$ cat src/rtl/pulse_sequencer.sv
// pulse_sequencer: runs (rise, fall, period) descriptors taken from an AXI4-Stream slave back-to-back
// on one registered pulse output. Optional macro PULSE_SEQUENCER_REPEAT_EN re-runs the last descriptor on starvation.
module pulse_sequencer #(
   parameter int unsigned CNTR_WIDTH = 32
) (
   input  logic                    aclk,
   input  logic                    aresetn,
   input  logic                    enable,
   input  logic [3*CNTR_WIDTH-1:0] s_axis_tdata,
   input  logic                    s_axis_tvalid,
   output logic                    s_axis_tready,
   output logic                    dout,
   output logic                    busy,
   output logic                    underflow,
   output logic [31:0]             pulse_count
);

   localparam int unsigned CW  = CNTR_WIDTH;
   localparam int unsigned PCW = 32;

   typedef enum logic {
      IDLE = 1'b0,
      RUN  = 1'b1
   } state_t;

   state_t         state;
   logic [CW-1:0]  cntr;
   logic [CW-1:0]  rise_r;
   logic [CW-1:0]  fall_r;
   logic [CW-1:0]  period_r;
   logic           dout_r;
   logic           busy_r;
   logic           underflow_r;
   logic [PCW-1:0] pulse_count_r;

   logic [CW-1:0]  rise_in;
   logic [CW-1:0]  fall_in;
   logic [CW-1:0]  period_in;
   logic           period_end;
   logic           load;
   logic           dout_nxt;

   assign rise_in    = s_axis_tdata[CW-1:0];
   assign fall_in    = s_axis_tdata[2*CW-1:CW];
   assign period_in  = s_axis_tdata[3*CW-1:2*CW];
   assign period_end = (cntr == period_r);

   // Accept only from IDLE or on the last cycle of a period, never while reset is held.
   always_comb begin
      s_axis_tready = 1'b0;
      if (aresetn) begin
         if (state == IDLE) s_axis_tready = enable;
         else               s_axis_tready = enable && period_end;
      end
   end

   assign load = s_axis_tvalid && s_axis_tready;

   // Level carries across period boundaries; fall match overrides rise match.
   always_comb begin
      dout_nxt = dout_r;
      if (cntr == rise_r) dout_nxt = 1'b1;
      if (cntr == fall_r) dout_nxt = 1'b0;
   end

   always_ff @(posedge aclk) begin
      if (!aresetn) begin
         state         <= IDLE;
         cntr          <= '0;
         rise_r        <= '0;
         fall_r        <= '0;
         period_r      <= '0;
         dout_r        <= 1'b0;
         busy_r        <= 1'b0;
         underflow_r   <= 1'b0;
         pulse_count_r <= '0;
      end else begin
         case (state)
            IDLE: begin
               dout_r <= 1'b0;
               if (load) begin
                  rise_r   <= rise_in;
                  fall_r   <= fall_in;
                  period_r <= period_in;
                  cntr     <= '0;
                  state    <= RUN;
                  busy_r   <= 1'b1;
               end
            end
            RUN: begin
               if (!period_end) begin
                  cntr   <= cntr + CW'(1);
                  dout_r <= dout_nxt;
               end else begin
                  pulse_count_r <= pulse_count_r + PCW'(1);
                  if (load) begin
                     rise_r   <= rise_in;
                     fall_r   <= fall_in;
                     period_r <= period_in;
                     cntr     <= '0;
                     dout_r   <= dout_nxt;
                  end else if (enable) begin
                     underflow_r <= 1'b1;
`ifdef PULSE_SEQUENCER_REPEAT_EN
                     cntr        <= '0;
                     dout_r      <= dout_nxt;
`else
                     state       <= IDLE;
                     busy_r      <= 1'b0;
                     dout_r      <= 1'b0;
`endif
                  end else begin
                     state  <= IDLE;
                     busy_r <= 1'b0;
                     dout_r <= 1'b0;
                  end
               end
            end
            default: begin
               state  <= IDLE;
               busy_r <= 1'b0;
               dout_r <= 1'b0;
            end
         endcase
      end
   end

   assign dout        = dout_r;
   assign busy        = busy_r;
   assign underflow   = underflow_r;
   assign pulse_count = pulse_count_r;

endmodule

$ cat config.mk
export PLATFORM = sky130hd
export DESIGN_NAME = pulse_sequencer
export DESIGN_NICKNAME = d
export VERILOG_FILES = /design/src/rtl/pulse_sequencer.sv
export SDC_FILE = /design/constraint.sdc
export NUM_CORES = 1
export LEC_CHECK = 0
export BUFFER_PORTS_ARGS = -buffer_cell sky130_fd_sc_hd__buf_4
export CAP_MARGIN = 20
export CORE_MARGIN = 2
export CORE_UTILIZATION = 38
export DETAILED_ROUTE_END_ITERATION = 10
export PLACE_DENSITY_LB_ADDON = 0.12
export SLEW_MARGIN = 40
export SYNTH_ARGS = -nofsm -noshare
export SYNTH_HDL_FRONTEND = slang
export SYNTH_SLANG_ARGS = --single-unit
$ cat constraint.sdc
create_clock -name aclk -period 2.7 [get_ports aclk]
set_input_delay 0.54 -clock aclk [delete_from_list [all_inputs] [get_ports aclk]]
set_output_delay 0.54 -clock aclk [all_outputs]
set_load 0.02 [all_outputs]
==> results.cfg <==
[die]
die_h_um = 153
initial_core_util_pct = 38.7
die_w_um = 153
core-area_um2 = 21900
rows = 54
ios = 136
dieArea_um2 = 23500

[sta]
worst_pin_slew_ns = 0.678
skew_ns = 0.00706
maxSlewHeadroom_pct = 54.8
finalMaxSlewViolations = 0
fin_hold_ws_ns = 0.340
fmax_mhz = 381
setup_violations = 0
fin_crit_ns = 2.63
hold_violations = 0
fin_crit_sh_pct = 97.3

[hold_path]
whs_endpoint = rise_r[17]$_SDFFE_PN0P_
hold_start = s_axis_tdata[17]
hold_depth = 3
hp-class = input pin to flop

[synthesis]
syn_area_um2 = 8480
netlist_instances = 1009
synth-edff-count = 0
yosysWarnings = 0
synth.distinct_cells = 48
synth_flop_cell = dfxtp_1
syn_nets = 1111
async_flop_share_pct = 0
ys_ff_latch = 164
synth.yosys.seq_area_share_pct = 38.7
avgSynthCellArea_um2 = 8.41

[placed_design]
place_congestion = 0.869
hpwl_mm = 17.8
port_buffers = 135
dp.cells = 1374

[clock_tree]
clkTransAtPathRegs_ns = 0.07
htree_levels = 4
clockRootBuffer = clkbuf_16
cts_hold_buf = 0
clk_path_buf_depth = 2
cts_buffers = 17
clk_latency_ns = 0.43
clock-sinks = 164
cts_tree = built

[worst_setup_path]
reg2reg_setup_slack_ns = 0.28
regToRegEndpoint = pulse_count[14]$_SDFFE_PN0P_
critPathLaunchType = flop
critPathMaxFanout = 4
crit_slowest_cell = nor4_2
rr_worst_depth = 8
critPathMaxStageDelay_ns = 0.39
cp-end-kind = primary output
r2r_start = period_r[12]$_SDFFE_PN0P_
path_class = flop to primary output
cp_data_arrival_time_ns = 2.09
crit_family = simple AND/OR/NAND/NOR gates
crit_required_ns = 2.16
crit_buf_inv = 1
path_cells = xor2_1 -> nor4_2 -> and4_4 -> a21boi_4 -> nor2_1 -> buf_4

[final_layout]
multi_input_area_um2 = 4350
fin_cells = 1411
synthToLayoutAreaGrowth_pct = 23.7
most-common-layout-cells = buf_4 (182), dfxtp_1 (155), inv_1 (109)
drive_gt1_share_pct = 23.4
final_common_cell = buf_4
fillers = 2198
num_antenna_cells = 0
nets = 1220
seqCellArea_um2 = 3300

[pwr]
switching_share_pct = 25.7
p_leak_uw = 0.00483
power_switching_uw = 1490
combinationalPowerShare_pct = 10.8
clkPwrFrac_pct = 44.8
internal-power_uw = 4300
peakVddDrop_mv = 0.433
p_seq_share_pct = 44.4
p_per_area_nw_per_um2 = 552

[routing]
remaining_drc_errors = 0
vias = 7702
drt_pass1_iterations = 5
dr.first_iter.drc_count = 603
wl_mm = 25.2
wl_per_cell_um = 17.9
ant_nets = 0
viasPerCell = 5.46

[global_routing]
gr-usage-all-layers_pct = 21.5
grt_overflow = 0
grt_pass1_vias = 7338
antenna_found_initial = 0
grt_pass1_wl_mm = 40.2
grt_max_degree = 136

[outcome]
outcome = completed

[job]
drv_cap = 0
## power groups by stage
stage                     Clock, µW  Combinational (µW)  Sequential [µW]
after global placement            0                 604             2630
after detailed placement          0                 607             2630
final                          2590                 628             2570
after floorplan                   0                 364             2600
after CTS                      2630                 614             2570
after global routing           2750                 691             2580
## worst reg2reg max path, cell delays in order (launching register included)
cell	delay, ns
dfxtp_1	0.34
xor2_1	0.18
nor4_2	0.41
and4_4	0.32
buf_4	0.12
nand3_1	0.07
buf_4	0.24
or4_1	0.53
a21oi_1	0.15
## Yosys cell counts, types with 24 or more instances
cell | count | area share, %
o21ai_0 | 60 | 3.5
o21ai_1 | 32 | 1.9
xor2_1 | 99 | 10
nand2_1 | 43 | 1.9
clkbuf_1 | 49 | 2.2
o211ai_1 | 97 | 8.6
dfxtp_1 | 164 | 39
nand3_1 | 32 | 1.9
nor4_1 | 26 | 1.9
nand4_1 | 24 | 1.8
a21oi_1 | 25 | 1.5
buf_2 | 34 | 2.0
inv_1 | 109 | 4.8
nor2_1 | 27 | 1.2
## what timing repair did
action | CTS | global route
pin swaps | 1 | 5
endpoints found under the hold margin | 0 | 0
setup buffers | 1 | 4
resized for setup | 7 | 5
setup endpoints to repair | 11 | 1
## metrics by stage
| stage | instance area [µm²] | setup TNS [ns] | util [%] | total power, µW | setup WS (ns) |
|---|---|---|---|---|---|
| CTS | 10500 | 0 | 47.8 | 5820 | 0.00348 |
| floorplan | 8480 | 0 | - | 2960 | 0.292 |
| global route | 10500 | -0.0311 | 47.9 | 6010 | -0.0311 |
| global placement | 9810 | 0 | 44.8 | 3230 | 0.134 |
| finish | 10500 | 0 | 47.9 | 5790 | 0.0733 |
| detailed placement | 9820 | -0.0134 | 44.8 | 3230 | -0.0125 |
## how the worst max path moves through the flow
stage / cells past startpoint / slack, ns / to / from
floorplan: 8 / 0.29 / s_axis_tready / cntr[29]$_SDFF_PN0_
global placement: 7 / 0.13 / period_r[9]$_SDFFE_PN0P_ / cntr[6]$_SDFF_PN0_
detailed placement: 7 / -0.01 / period_r[5]$_SDFFE_PN0P_ / cntr[6]$_SDFF_PN0_
CTS: 6 / 0.003 / s_axis_tready / period_r[12]$_SDFFE_PN0P_
global route: 6 / -0.03 / s_axis_tready / period_r[12]$_SDFFE_PN0P_
finish: 6 / 0.07 / s_axis_tready / period_r[3]$_SDFFE_PN0P_
## cell families (layout without fill, tap and decap cells)
family	count (synthesis)	in the layout	synth area share, %
AO/OA/AOI/OAI	294	294	23.6
XOR/XNOR	102	102	10.5
adder cells (fa/ha/maj)	2	2	0.295
buffers and inverters	206	328	10.3
flip-flops	164	164	38.7
multiplexers	9	9	1.06
AND/OR/NAND/NOR	232	232	15.5
## layout make-up
type,count,area share [%]
inverter,109,3.90
timing repair buffer,187,14.0
tap,280,3.34
clock buffer,19,4.32
sequential,164,31.5
clock inverter,13,1.62
multi-input combinational,639,41.4
## routing by layer
layer  track usage (%)  vias to the layer above  routed length [µm]
met1              29.9                     3662               11800
met2              33.9                      209               11700
met5                 0                        -                   0
met3              3.83                       40                1240
met4              6.73                        0                 469
li1                  -                     3791                   -
## state kept, by name (all words and copies together), names as in the netlist, 32 cells and up
signal	count
cntr	32
fall_r	32
period_r	32
rise_r	32
pulse_count	32
Note: power is estimated with default switching activity, not from simulation.
